--- src/rtl/accumulate_to_bcd_display.sv ---
// Running-sum accumulator with selectable overflow policy, double-dabble BCD
// conversion and registered 7-segment outputs for DIGITS decimal digits.
module accumulate_to_bcd_display #(
    parameter int DIGITS = 2,
    parameter int W      = 3,
    parameter int MODE   = 0,
    parameter int BLANK  = 0
) (
    input  logic                   clk,
    input  logic                   rst,
    input  logic                   s_valid,
    output logic                   s_ready,
    input  logic [W-1:0]           s_data,
    input  logic                   clr,
    output logic [DIGITS-1:0][6:0] m_data,
    output logic [DIGITS*4-1:0]    m_bcd,
    output logic                   m_valid,
    output logic                   overflow
);

    localparam int MAX   = 10**DIGITS - 1;
    localparam int ACC_W = $clog2(MAX + 1);
    localparam int CNT_W = $clog2(ACC_W + 1);
    localparam int BCD_W = DIGITS * 4;
    localparam logic [ACC_W:0]   MAX_EXT = (ACC_W + 1)'(MAX);
    localparam logic [ACC_W-1:0] MOD_W   = ACC_W'(MAX + 1);

    if (2**W - 1 > MAX) begin : g_bad_width
        $error("sample width W too large for DIGITS");
    end

    typedef enum logic [1:0] {
        ST_IDLE = 2'd0,
        ST_CONV = 2'd1,
        ST_LOAD = 2'd2
    } state_t;

    function automatic logic [6:0] seg7(input logic [3:0] d);
        logic [6:0] p;
        case (d)
            4'd0:    p = 7'h7E;
            4'd1:    p = 7'h30;
            4'd2:    p = 7'h6D;
            4'd3:    p = 7'h79;
            4'd4:    p = 7'h33;
            4'd5:    p = 7'h5B;
            4'd6:    p = 7'h5F;
            4'd7:    p = 7'h70;
            4'd8:    p = 7'h7F;
            4'd9:    p = 7'h7B;
            default: p = 7'h00;
        endcase
        return p;
    endfunction

    function automatic logic [BCD_W-1:0] add3(input logic [BCD_W-1:0] b);
        logic [BCD_W-1:0] r;
        r = b;
        for (int i = 0; i < DIGITS; i++) begin
            if (b[i*4 +: 4] >= 4'd5) r[i*4 +: 4] = b[i*4 +: 4] + 4'd3;
            else                     r[i*4 +: 4] = b[i*4 +: 4];
        end
        return r;
    endfunction

    // Walk from the most significant digit down; blank while still in leading zeros.
    function automatic logic [DIGITS-1:0][6:0] encode(input logic [BCD_W-1:0] b);
        logic [DIGITS-1:0][6:0] p;
        logic                   lead;
        lead = (BLANK != 0);
        for (int i = DIGITS - 1; i >= 0; i--) begin
            if (lead && (i > 0) && (b[i*4 +: 4] == 4'd0)) begin
                p[i] = 7'h00;
            end else begin
                p[i] = seg7(b[i*4 +: 4]);
                lead = 1'b0;
            end
        end
        return p;
    endfunction

    state_t                 state_q, state_d;
    logic [ACC_W-1:0]       acc_q, acc_d;
    logic [ACC_W-1:0]       bin_q, bin_d;
    logic [BCD_W-1:0]       bcd_q, bcd_d;
    logic [CNT_W-1:0]       cnt_q, cnt_d;
    logic                   ovf_q, ovf_d;
    logic                   s_ready_q, s_ready_d;
    logic                   m_valid_q, m_valid_d;
    logic [BCD_W-1:0]       m_bcd_q, m_bcd_d;
    logic [DIGITS-1:0][6:0] m_data_q, m_data_d;

    logic                   accept_s;
    logic [ACC_W:0]         sum_s;
    logic [ACC_W-1:0]       wrap_s;
    logic [BCD_W-1:0]       dab_s;
    logic [BCD_W+ACC_W-1:0] shift_s;

    assign accept_s = s_valid && s_ready_q;
    assign sum_s    = {1'b0, acc_q} + (ACC_W + 1)'(s_data);
    assign wrap_s   = sum_s[ACC_W-1:0] - MOD_W;
    assign dab_s    = add3(bcd_q);
    assign shift_s  = {dab_s, bin_q} << 1;

    // Next-state: accumulate, convert, publish; clr restarts a conversion of zero.
    always_comb begin
        state_d   = state_q;
        acc_d     = acc_q;
        bin_d     = bin_q;
        bcd_d     = bcd_q;
        cnt_d     = cnt_q;
        ovf_d     = ovf_q;
        s_ready_d = s_ready_q;
        m_valid_d = 1'b0;
        m_bcd_d   = m_bcd_q;
        m_data_d  = m_data_q;
        if (clr) begin
            acc_d     = {ACC_W{1'b0}};
            ovf_d     = 1'b0;
            bin_d     = {ACC_W{1'b0}};
            bcd_d     = {BCD_W{1'b0}};
            cnt_d     = CNT_W'(ACC_W);
            state_d   = ST_CONV;
            s_ready_d = 1'b0;
        end else begin
            case (state_q)
                ST_IDLE: begin
                    if (accept_s) begin
                        if (sum_s > MAX_EXT) begin
                            ovf_d = 1'b1;
                            case (MODE)
                                1:       acc_d = MAX_EXT[ACC_W-1:0];
                                2:       acc_d = {ACC_W{1'b0}};
                                default: acc_d = wrap_s;
                            endcase
                        end else begin
                            acc_d = sum_s[ACC_W-1:0];
                        end
                        bin_d     = acc_d;
                        bcd_d     = {BCD_W{1'b0}};
                        cnt_d     = CNT_W'(ACC_W);
                        state_d   = ST_CONV;
                        s_ready_d = 1'b0;
                    end else begin
                        state_d = ST_IDLE;
                    end
                end
                ST_CONV: begin
                    {bcd_d, bin_d} = shift_s;
                    cnt_d          = cnt_q - CNT_W'(1);
                    if (cnt_q == CNT_W'(1)) state_d = ST_LOAD;
                    else                    state_d = ST_CONV;
                end
                ST_LOAD: begin
                    m_bcd_d   = bcd_q;
                    m_data_d  = encode(bcd_q);
                    m_valid_d = 1'b1;
                    state_d   = ST_IDLE;
                    s_ready_d = 1'b1;
                end
                default: begin
                    state_d   = ST_IDLE;
                    s_ready_d = 1'b1;
                end
            endcase
        end
    end

    // State and output registers with asynchronous reset.
    always_ff @(posedge clk or posedge rst) begin
        if (rst) begin
            state_q   <= ST_IDLE;
            acc_q     <= {ACC_W{1'b0}};
            bin_q     <= {ACC_W{1'b0}};
            bcd_q     <= {BCD_W{1'b0}};
            cnt_q     <= {CNT_W{1'b0}};
            ovf_q     <= 1'b0;
            s_ready_q <= 1'b1;
            m_valid_q <= 1'b0;
            m_bcd_q   <= {BCD_W{1'b0}};
            for (int i = 0; i < DIGITS; i++) begin
                m_data_q[i] <= ((BLANK != 0) && (i > 0)) ? 7'h00 : 7'h7E;
            end
        end else begin
            state_q   <= state_d;
            acc_q     <= acc_d;
            bin_q     <= bin_d;
            bcd_q     <= bcd_d;
            cnt_q     <= cnt_d;
            ovf_q     <= ovf_d;
            s_ready_q <= s_ready_d;
            m_valid_q <= m_valid_d;
            m_bcd_q   <= m_bcd_d;
            m_data_q  <= m_data_d;
        end
    end

    assign s_ready  = s_ready_q;
    assign m_valid  = m_valid_q;
    assign m_bcd    = m_bcd_q;
    assign m_data   = m_data_q;
    assign overflow = ovf_q;

endmodule

--- config.mk ---
export PLATFORM = sky130hd
export DESIGN_NAME = accumulate_to_bcd_display
export DESIGN_NICKNAME = d
export VERILOG_FILES = /design/src/rtl/accumulate_to_bcd_display.sv
export SDC_FILE = /design/constraint.sdc
export NUM_CORES = 1
export LEC_CHECK = 0
export CAP_MARGIN = 20
export CORE_UTILIZATION = 30
export CTS_CLUSTER_SIZE = 24
export DETAILED_ROUTE_END_ITERATION = 7
export DONT_BUFFER_PORTS = 1
export GPL_TIMING_DRIVEN = 0
export SYNTH_ARGS = -nofsm -noshare
export SYNTH_HDL_FRONTEND = slang
export SYNTH_SLANG_ARGS = --single-unit
--- constraint.sdc ---
create_clock -name clk -period 7.95 [get_ports clk]
set_input_delay 1.1925 -clock clk [delete_from_list [all_inputs] [get_ports clk]]
set_output_delay 1.1925 -clock clk [all_outputs]
set_load 0.03 [all_outputs]
=== Yosys cells after proc, flatten, opt, wreduce, memory -nomap -nowiden ===
Memories as Yosys holds them, arrays and structs flattened. A register that Yosys moved wholly into a read port is not among the register bits.
Index checks and enable logic that the tools add are counted.

* Register bits: 38
* Bits in read-only memories: 224
* Input port bits: 7
* Output and inout port bits: 25
* Logic and storage cells: 63
* Memories: 2

{| class="wikitable"
|+ Memory list
! memory !! depth !! width !! rd ports !! clocked after Yosys merged registers in !! wr ports !! line !! source
|-
| (no name shown) || 16 || 7 || 1 || 1 || 0 || 40 || <nowiki>case (d)</nowiki>
|-
| (no name shown) || 16 || 7 || 1 || 1 || 0 || 40 ||
|}

* Add/subtract/negate cells: 5
* Magnitude comparators: 3
* Equality and inequality tests: 5
* Mux-type cells: 27
* Bitwise logic cells: 1
* Reductions and logical operators: 11

{| class="wikitable"
|+ Operators by type and width
! cell !! number
|-
| 7-bit two-way mux || 5
|-
| 8-bit two-way mux || 2
|-
| 8-bit case mux with 2 select lines || 1
|-
| 7-bit case mux with 2 select lines || 1
|-
| 1-bit two-way mux || 9
|-
| 3-bit two-way mux || 3
|-
| 7-bit by 3-bit adder with 8-bit output || 1
|-
| 4-bit by 3-bit greater-or-equal comparator with 1-bit output, second input constant || 2
|-
| 8-bit by 7-bit > comparator with 1-bit output, second input constant || 1
|-
| 2-bit AND reduction || 4
|-
| 7-bit subtractor, second input constant || 1
|-
| 3-bit case mux with 2 select lines || 1
|-
| 2-bit nonzero test || 3
|-
| 4-bit by 2-bit adder with 4-bit output, second input constant || 1
|-
| 2-bit two-way mux || 2
|-
| 4-bit two-way mux || 1
|-
| 2-bit case mux with 2 select lines || 1
|-
| 3-bit by 2-bit adder with 3-bit output, second input constant || 1
|-
| 3-bit by 1-bit == test with 1-bit output, second input constant || 1
|-
| 3-bit inequality test, second input constant || 1
|-
| 3-bit AND reduction || 1
|-
| 3-bit nonzero test || 1
|-
| 3-bit by 1-bit subtractor with 3-bit output, second input constant || 1
|-
| 2-bit by 1-bit == test with 1-bit output, second input constant || 1
|-
| other kinds (6) || 6
|}

=== Logic depth before layout (Yosys ltp) ===
Gate-level depths: netlist of the first run.

* Depth in word-level cells: 6
* Mapped depth: 13
* Gate-level depth less buffers: 12

=== Worst setup path after synthesis of the first run ===
No wires, ideal clock.

* Kind: input-to-reg
* From: input port s_data[0]
* To: register bin_q[3]
* Setup time: 0.083 ns
* Arrival time: 3.507 ns
* Data required time: 7.867 ns
* Slack: 4.361 ns
* Cell stages on the path: 11
* Path buffers: 1
* Path through: ha_1 > fa_1 > xnor2_1 > ha_1 > and4_2 > nor2_1 > o2111ai_1 > a21oi_2 > buf_6 > mux2_4 > o22ai_1

* Cells in the longest elaborated chain, start to end: 6
* Elaborated cells between the ends (all ways): 7
* Classes of those cells: add/sub: 2; order compare: 1; mux: 4

{| class="wikitable"
|+ Ends and longest elaborated chain
! what !! line !! source
|-
| start: declaration || 13 || <nowiki>input logic [W-1:0] s_data,</nowiki>
|-
| 7-bit by 3-bit adder with 8-bit output * || 100 || <nowiki>assign sum_s = {1'b0, acc_q} + (ACC_W + 1)'(s_data);</nowiki>
|-
| 7-bit subtractor or 8-bit by 7-bit > comparator with 1-bit output (tied branches) || 101, 129 ||
|-
| 7-bit two-way mux * || 129 || <nowiki>if (sum_s > MAX_EXT) begin</nowiki>
|-
| 7-bit two-way mux * || 128 || <nowiki>if (accept_s) begin</nowiki>
|-
| 7-bit case mux with 2 select lines * || 126 || <nowiki>case (state_q)</nowiki>
|-
| 7-bit two-way mux * || 117 || <nowiki>if (clr) begin</nowiki>
|-
| end signal: assignment || 174 || <nowiki>bin_q <= {ACC_W{1'b0}};</nowiki>
|-
| end signal: assignment || 187 || <nowiki>bin_q <= bin_d;</nowiki>
|-
| end: declaration || 84 || <nowiki>logic [ACC_W-1:0] bin_q, bin_d;</nowiki>
|}

Mark *: on every way between the ends. The rest lies on a longest branch, timed or not. The select of a mux whose other input is x is not followed.
A chain may end at the register's enable or synchronous reset.

=== Final worst setup path of the first run ===
* From: input port s_data[1]
* To: register bin_q[3]

The elaborated chain is that of the path after synthesis.

==> impl_results.md, run 1 <==
* I/O Pins at 32
* Fmax at roughly 280 MHz
* Post-synthesis sequential area ratio at 42.9%
* Vias in the first global route at 2277
* Top cells by area, synth: dfrtp_1, dfstp_2, ha_1
* Main combinational cell family by area after synthesis: compound AO/OA/AOI/OAI gates
* Cells along the critical path: ha_1 > a21o_1 > a21oi_1 > xor2_1 > ha_1 > and4_2 > nor2_1 > o2111ai_1 > a21oi_2 > buf_6 > mux2_4 > o22ai_1
* Post-route ant nets at 0
* Number of max-cap violations at 0
* Synth Area in Adders at 8.79%
* Synthesized net count at 373
* Wire per inst at around 14 um
* First-pass DRT Iterations at 4
* Dpl ws at 4070 ps
* # rows at 36
* Hold Buf Count CTS at 0
* Ys Warns at 0
* Port Buf Inserts at 0
* Maximum vdd drop at 0.0810 mV
* CP startpoint kind: primary input
* Post-synth EDFFs at 0
* HP Class: reg2reg
* Final setup viols at 0
* Die H at 103 um
* Post-CTS Setup Inserts at 0
* Routed via count at 2403
* Bufs on Longest Clock Path at 2
* H-Tree Depth at 2
* CTS tree: done
* Worst Hold Slack at 509 ps
* Slowest cell on the critical path: ha_1
* Worst rel slew slack at 52.0%
* Final Critical Period at 3600 ps
* Top cells by count, synth: nand2_1, o21ai_0, dfrtp_1
* Resized Gates After CTS at 0
* Mux cell area share after synthesis at 1.47%
* Via/cell ratio at approximately 4.9
* Layout Area Growth over Synthesis at 9.00%
* Period utilization at between 40 and 50%
* Mapped Area at 3070 um^2
* Yosys top cell area share at 31.8%
* DR iter-0 viols at 84
* Power per cell area at 141 nW/um^2
* Die Width at between 100 and 150 um
* Clock Latency Late Sink at 310 ps
* Final WL at between 6000 and 7000 um
* Starting Density at 31.2%
* Most Frequent Cell on Critical Path: ha_1
* Pleak at 1.43 nW
* Kind of critical path: in2reg
* Worst Tran Pin Value at between 700 and 800 ps
* Crit path DAT at around 3800 ps
* Total CTS buffers at 5
* Compound-cell area share of the yosys netlist at 19.2%
* Final Max Tran Viols at 0
* Yosys top cell by area: dfrtp_1
* Yosys cell types at 52
* Largest net degree at the start of global routing at 41
* CTS root buf: clkbuf_8
* Initial antenna violation count at 0
* Crit-path max FO at 10
* Yosys reg bits at 52
* Core area at 9860 um^2
* Clock sinks at 52
* Clock Skews at 12.8 ps
* Crit path largest cell delay at 300 ps
* Critical path endpoint category: flip-flop
* Reg clk slew, reported paths at 100 ps
* Gr ovfl total at 0
* Simple-gate portion of the synthesized area at roughly a fifth
* Worst path top cell family by delay: compound AO/OA/AOI/OAI gates
* Worst Slack Setup Final at 4350 ps
* Die area at 10700 um^2
* Ys async rst share at between 90% and 100%
* DP HPWL at 4850 um
* Post-Synth XOR/XNOR Area at roughly 3.7%
* Main flop type after synthesis: dfrtp_1
* N_diodes at 0
* Total global-route track usage at 13.2%
* RSZ-0062 raised after global routing: no
* Syn Area/Cell at ~9 um^2
* CP required at ~8200 ps
* Layout net count at 381
* Layout cell share with drive strength beyond 1 at between 10% and 20%
* Post-Synthesis Cells at around 350
* Number of buffers and inverters on the critical path at 1
* GPL Wtd Cong at 0.803
* Setup TNS at 0 ps
* Status: finished, final reports clean
* Most frequent cell after synthesis: nand2_1
* First-pass GRT wire length at 11100 um
* DRC Markers at 0
* Hold Vio Cnt, Final at 0
-- final timing paths --
path | startpoint | end | slack, ps | depth (start not counted)
min in group asynchronous | rst | bin_q[2]$_DFFE_PP0P_ | 710 | 1
setup reg to reg | acc_q[1]$_DFFE_PP0P_ | bin_q[3]$_DFFE_PP0P_ | 4790 | 12
setup / recovery | s_data[1] | bin_q[3]$_DFFE_PP0P_ | 4350 | 12
max in group asynchronous | rst | m_data[1]$_DFFE_PP1P_ | 6670 | 2
hold / removal | cnt_q[0]$_DFFE_PP0P_ | cnt_q[0]$_DFFE_PP0P_ | 510 | 1
hold reg to reg | cnt_q[0]$_DFFE_PP0P_ | cnt_q[0]$_DFFE_PP0P_ | 510 | 1
-- power breakdown --
part	leakage (nW)	switching [mW]	internal (mW)	total [mW]
clock network	0.0445	0.0945	0.0628	0.157
registers	0.660	0.0100	0.272	0.282
logic	0.723	0.0231	0.0115	0.0346
-- per-layer routing --
metal	up-vias	global-route usage (%)	part of all wire (%)
li1	1205	-	-
met1	1148	18.3	50
met2	48	21.5	44
met3	2	2.96	5.2
met4	0	2.28	0.36
met5	-	0	0
-- cell usage in the layout (no fill, tap or decap), types with 4 or more instances in the layout --
cell	n
nand2_1	56
a21oi_1	22
nand2b_1	10
nor3_1	9
o21ai_0	43
a22oi_1	5
dfrtp_1	39
xnor2_1	4
xor2_1	7
clkbuf_8	5
inv_1	12
or3_1	4
ha_1	20
nor2_1	22
dfstp_2	13
clkbuf_1	15
-- through the flow --
stage	utilization, %	cell area, um^2	total power [mW]	instances
global placement	32.8	3240	0.319	478
detailed placement	33.0	3260	0.322	479
CTS	34.0	3350	0.480	487
global route	34.0	3350	0.499	487
finish	34.0	3350	0.474	487
floorplan	-	3070	0.312	345
-- flip-flops by register name (all words and copies together) (netlist names) --
signal	cells
s_ready	1
bcd_q	8
cnt_q	3
acc_q	7
m_valid	1
m_data	14
overflow	1
bin_q	7
state_q	2
m_bcd	8
-- kinds of logic after synthesis --
family | count (synthesis)
buf+inv | 36
flops | 52
xor+xnor | 12
compound gates | 98
mux | 4
simple gates | 122
fa+ha+maj | 21
-- cell type report --
cell class	count	area (um^2)
Buffer	21	97.6
Inverter	15	56.3
Tap cell	133	166
Clock inverter	3	21.3
Fill cell	1008	6520
Multi-Input combinational cell	257	1600
Sequential cell	52	1320
Clock buffer	5	68.8
Timing Repair Buffer	1	20.0
Note: power is estimated with default switching activity, not from simulation.
==> run 2: changes to the inputs <==
Clock period 7.95 ns to 2.98 ns, I/O delays scaled along.
==> impl_results.md, run 2 (same netlist as run 1, synthesis figures left out) <==
* DR iter-0 viols at 83 (-1.2%)
* Number of buffers and inverters on the critical path at 1 (unchanged)
* Initial antenna violation count at 0 (unchanged)
* Final Max Tran Viols at 0 (unchanged)
* Crit-path max FO at 5 (-5)
* Clock Skews at 12.8 ps (-0.0326 ps)
* Layout Area Growth over Synthesis at 12.6%
* CP startpoint kind: flip-flop
* Core area at 9860 um^2 (unchanged)
* DP HPWL at 4850 um (unchanged)
* Wire per inst at 13.8 um (+0.54%)
* Worst rel slew slack at 51.9% (-0.12 points)
* Number of max-cap violations at 0 (unchanged)
* Die Width at 103 um (unchanged)
* Slowest cell on the critical path: dfrtp_1
* # rows at 36 (unchanged)
* Placed cell areas at 3260 um^2 (unchanged)
* Bufs on Longest Clock Path at 2 (unchanged)
* Most frequent standard cell in the layout excluding fill and tap cells: nand2_1
* Maximum vdd drop at 0.216 mV (+170%)
* Fmax at 351 MHz
* N_diodes at 0 (unchanged)
* Total CTS buffers at 5 (unchanged)
* Power per cell area at 367 nW/um^2 (+160%)
* Number of flip-flops in the largest register at 14 (unchanged)
* Crit path DAT at 3080 ps (-750 ps)
* Final Power at 1.27 mW (+170%)
* Clock Latency Late Sink at 310 ps (about the same)
* Largest net degree at the start of global routing at 41 (unchanged)
* Filler cells at 999 (-0.89%)
* Status: finished, final reports clean
* Die H at 103 um (unchanged)
* Register Area at 1320 um^2 (unchanged)
* Layout cell share with drive strength beyond 1 at 15.6% (+3.7 points)
* Worst Slack Setup Final at 127 ps (-4230 ps)
* Worst Tran Pin Value at 719 ps (+1.82 ps)
* Crit path largest cell delay at 420 ps (+120 ps)
* Period utilization at a little over nine tenths
* DRC Markers at 0 (unchanged)
* Final std cells w/o fill at 493 (+1.2%)
* Post-route ant nets at 0 (unchanged)
* Most frequent cells in the layout: nand2_1, o21ai_0, dfrtp_1
* Reg clk slew, reported paths at 110 ps (about the same)
* Gr ovfl total at 0 (unchanged)
* Multi-input logic area at 1670 um^2 (+4.1%)
* I/O Pins at 32 (unchanged)
* Dpl ws at -158 ps (-4220 ps)
* First-pass GRT wire length at 11200 um (+0.81%)
* Design area at 3460 um^2 (+3.3%)
* Layout net count at 387 (+1.6%)
* Final core occ at 35.1% (+1.1 points)
* Vias in the first global route at 2290 (+0.57%)
* H-Tree Depth at 2 (unchanged)
* Total global-route track usage at 13.3% (+0.10 points)
* CTS root buf: clkbuf_8
* Post-Place Cells at 479 (unchanged)
* Clock sinks at 52 (unchanged)
* Routed via count at 2432 (+1.2%)
* Hold Vio Cnt, Final at 0 (unchanged)
* Kind of critical path: reg2reg
* First-pass DRT Iterations at 4 (unchanged)
* Starting Density at 31.2% (unchanged)
* HP Class: in2reg
* CP required at 3210 ps (-4970 ps)
* CTS tree: done
* Final Critical Period at between 2000 and 3000 ps
* Die area at 10700 um^2 (unchanged)
* Worst path top cell family by delay: adder cells
* Port Buf Inserts at 0 (unchanged)
* GPL Wtd Cong at 0.803 (unchanged)
* Critical path endpoint category: flip-flop
* Via/cell ratio at 4.93 (about the same)
* Final WL at 6800 um (+1.8%)
* Pleak at 1.47 nW (+2.7%)
* Cells along the critical path: ha_1 > fa_2 > xnor2_2 > ha_2 > and4_2 > nor2_4 > o2111ai_4 > a21oi_2 > buf_6 > mux2_4 > o22ai_1
* Final setup viols at 0 (unchanged)
[run 2: cell count changes in the layout (fill, tap and decap cells not counted), sizes merged]
cell,previous run,this run
buf,7,12
dlygate4sd3,0,1
[run 2: area by class of cell]
cell class | instances | share of cell area, %
Clock inverter | 3 | 0.615
Tap cell | 133 | 4.81
Buffer | 21 | 2.82
Sequential cell | 52 | 38.1
Clock buffer | 5 | 1.99
Inverter | 15 | 1.63
Multi-Input combinational cell | 257 | 48.2
Timing Repair Buffer | 7 | 1.88
[run 2: where the power goes]
| part | total [mW] | internal (mW) | leakage, nW | switching (mW) |
|---|---|---|---|---|
| clock network | 0.419 | 0.168 | 0.0445 | 0.252 |
| registers | 0.752 | 0.725 | 0.660 | 0.0267 |
| logic | 0.0995 | 0.0351 | 0.762 | 0.0644 |
[run 2: path summary, 6_finish.rpt]
kind / from / endpoint / slack (ps) / depth (start not counted)
setup / recovery: acc_q[0]$_DFFE_PP0P_ / bin_q[3]$_DFFE_PP0P_ / 130 / 11
hold / removal: clr / bcd_q[7]$_DFFE_PP0P_ / 410 / 3
setup reg to reg: acc_q[0]$_DFFE_PP0P_ / bin_q[3]$_DFFE_PP0P_ / 130 / 11
hold reg to reg: cnt_q[0]$_DFFE_PP0P_ / cnt_q[0]$_DFFE_PP0P_ / 510 / 1
max in group asynchronous: rst / m_data[1]$_DFFE_PP1P_ / 1870 / 3
min in group asynchronous: rst / bin_q[2]$_DFFE_PP0P_ / 540 / 2
[run 2: per-layer routing]
metal / track usage [%] / vias to the layer above / share of wire [%]
li1: - / 1218 / -
met1: 18.4 / 1170 / 50
met2: 21.7 / 42 / 45
met3: 2.96 / 2 / 4.8
met4: 2.28 / 0 / 0.35
met5: 0 / - / 0
[run 2: per-stage QoR]
| stage | hold WS (ps) | TNS, ps |
|---|---|---|
| 5_1_grt | 417 | -54.5 |
| 6_report | 410 | 0 |
| 2_1_floorplan | 450 | 0 |
| 4_1_cts | 398 | 0 |
| 3_5_place_dp | 312 | -582 |
| 3_3_place_gp | 484 | -233 |
[run 2: worst min-delay path: stages]
cell and delay (ps):
nor2_1 60, o21ai_0 110, o21bai_1 70
[run 2: what timing repair did]
| item | 4_1_cts | 5_1_grt |
|---|---|---|
| cloned | 0 | 1 |
| pin swaps | 1 | 2 |
| setup buffers | 0 | 4 |
| resized for setup | 6 | 6 |
| hold endpoints to repair | 11 | 0 |
| hold buffers | 1 | 0 |
| endpoints found under the setup margin | 7 | 11 |
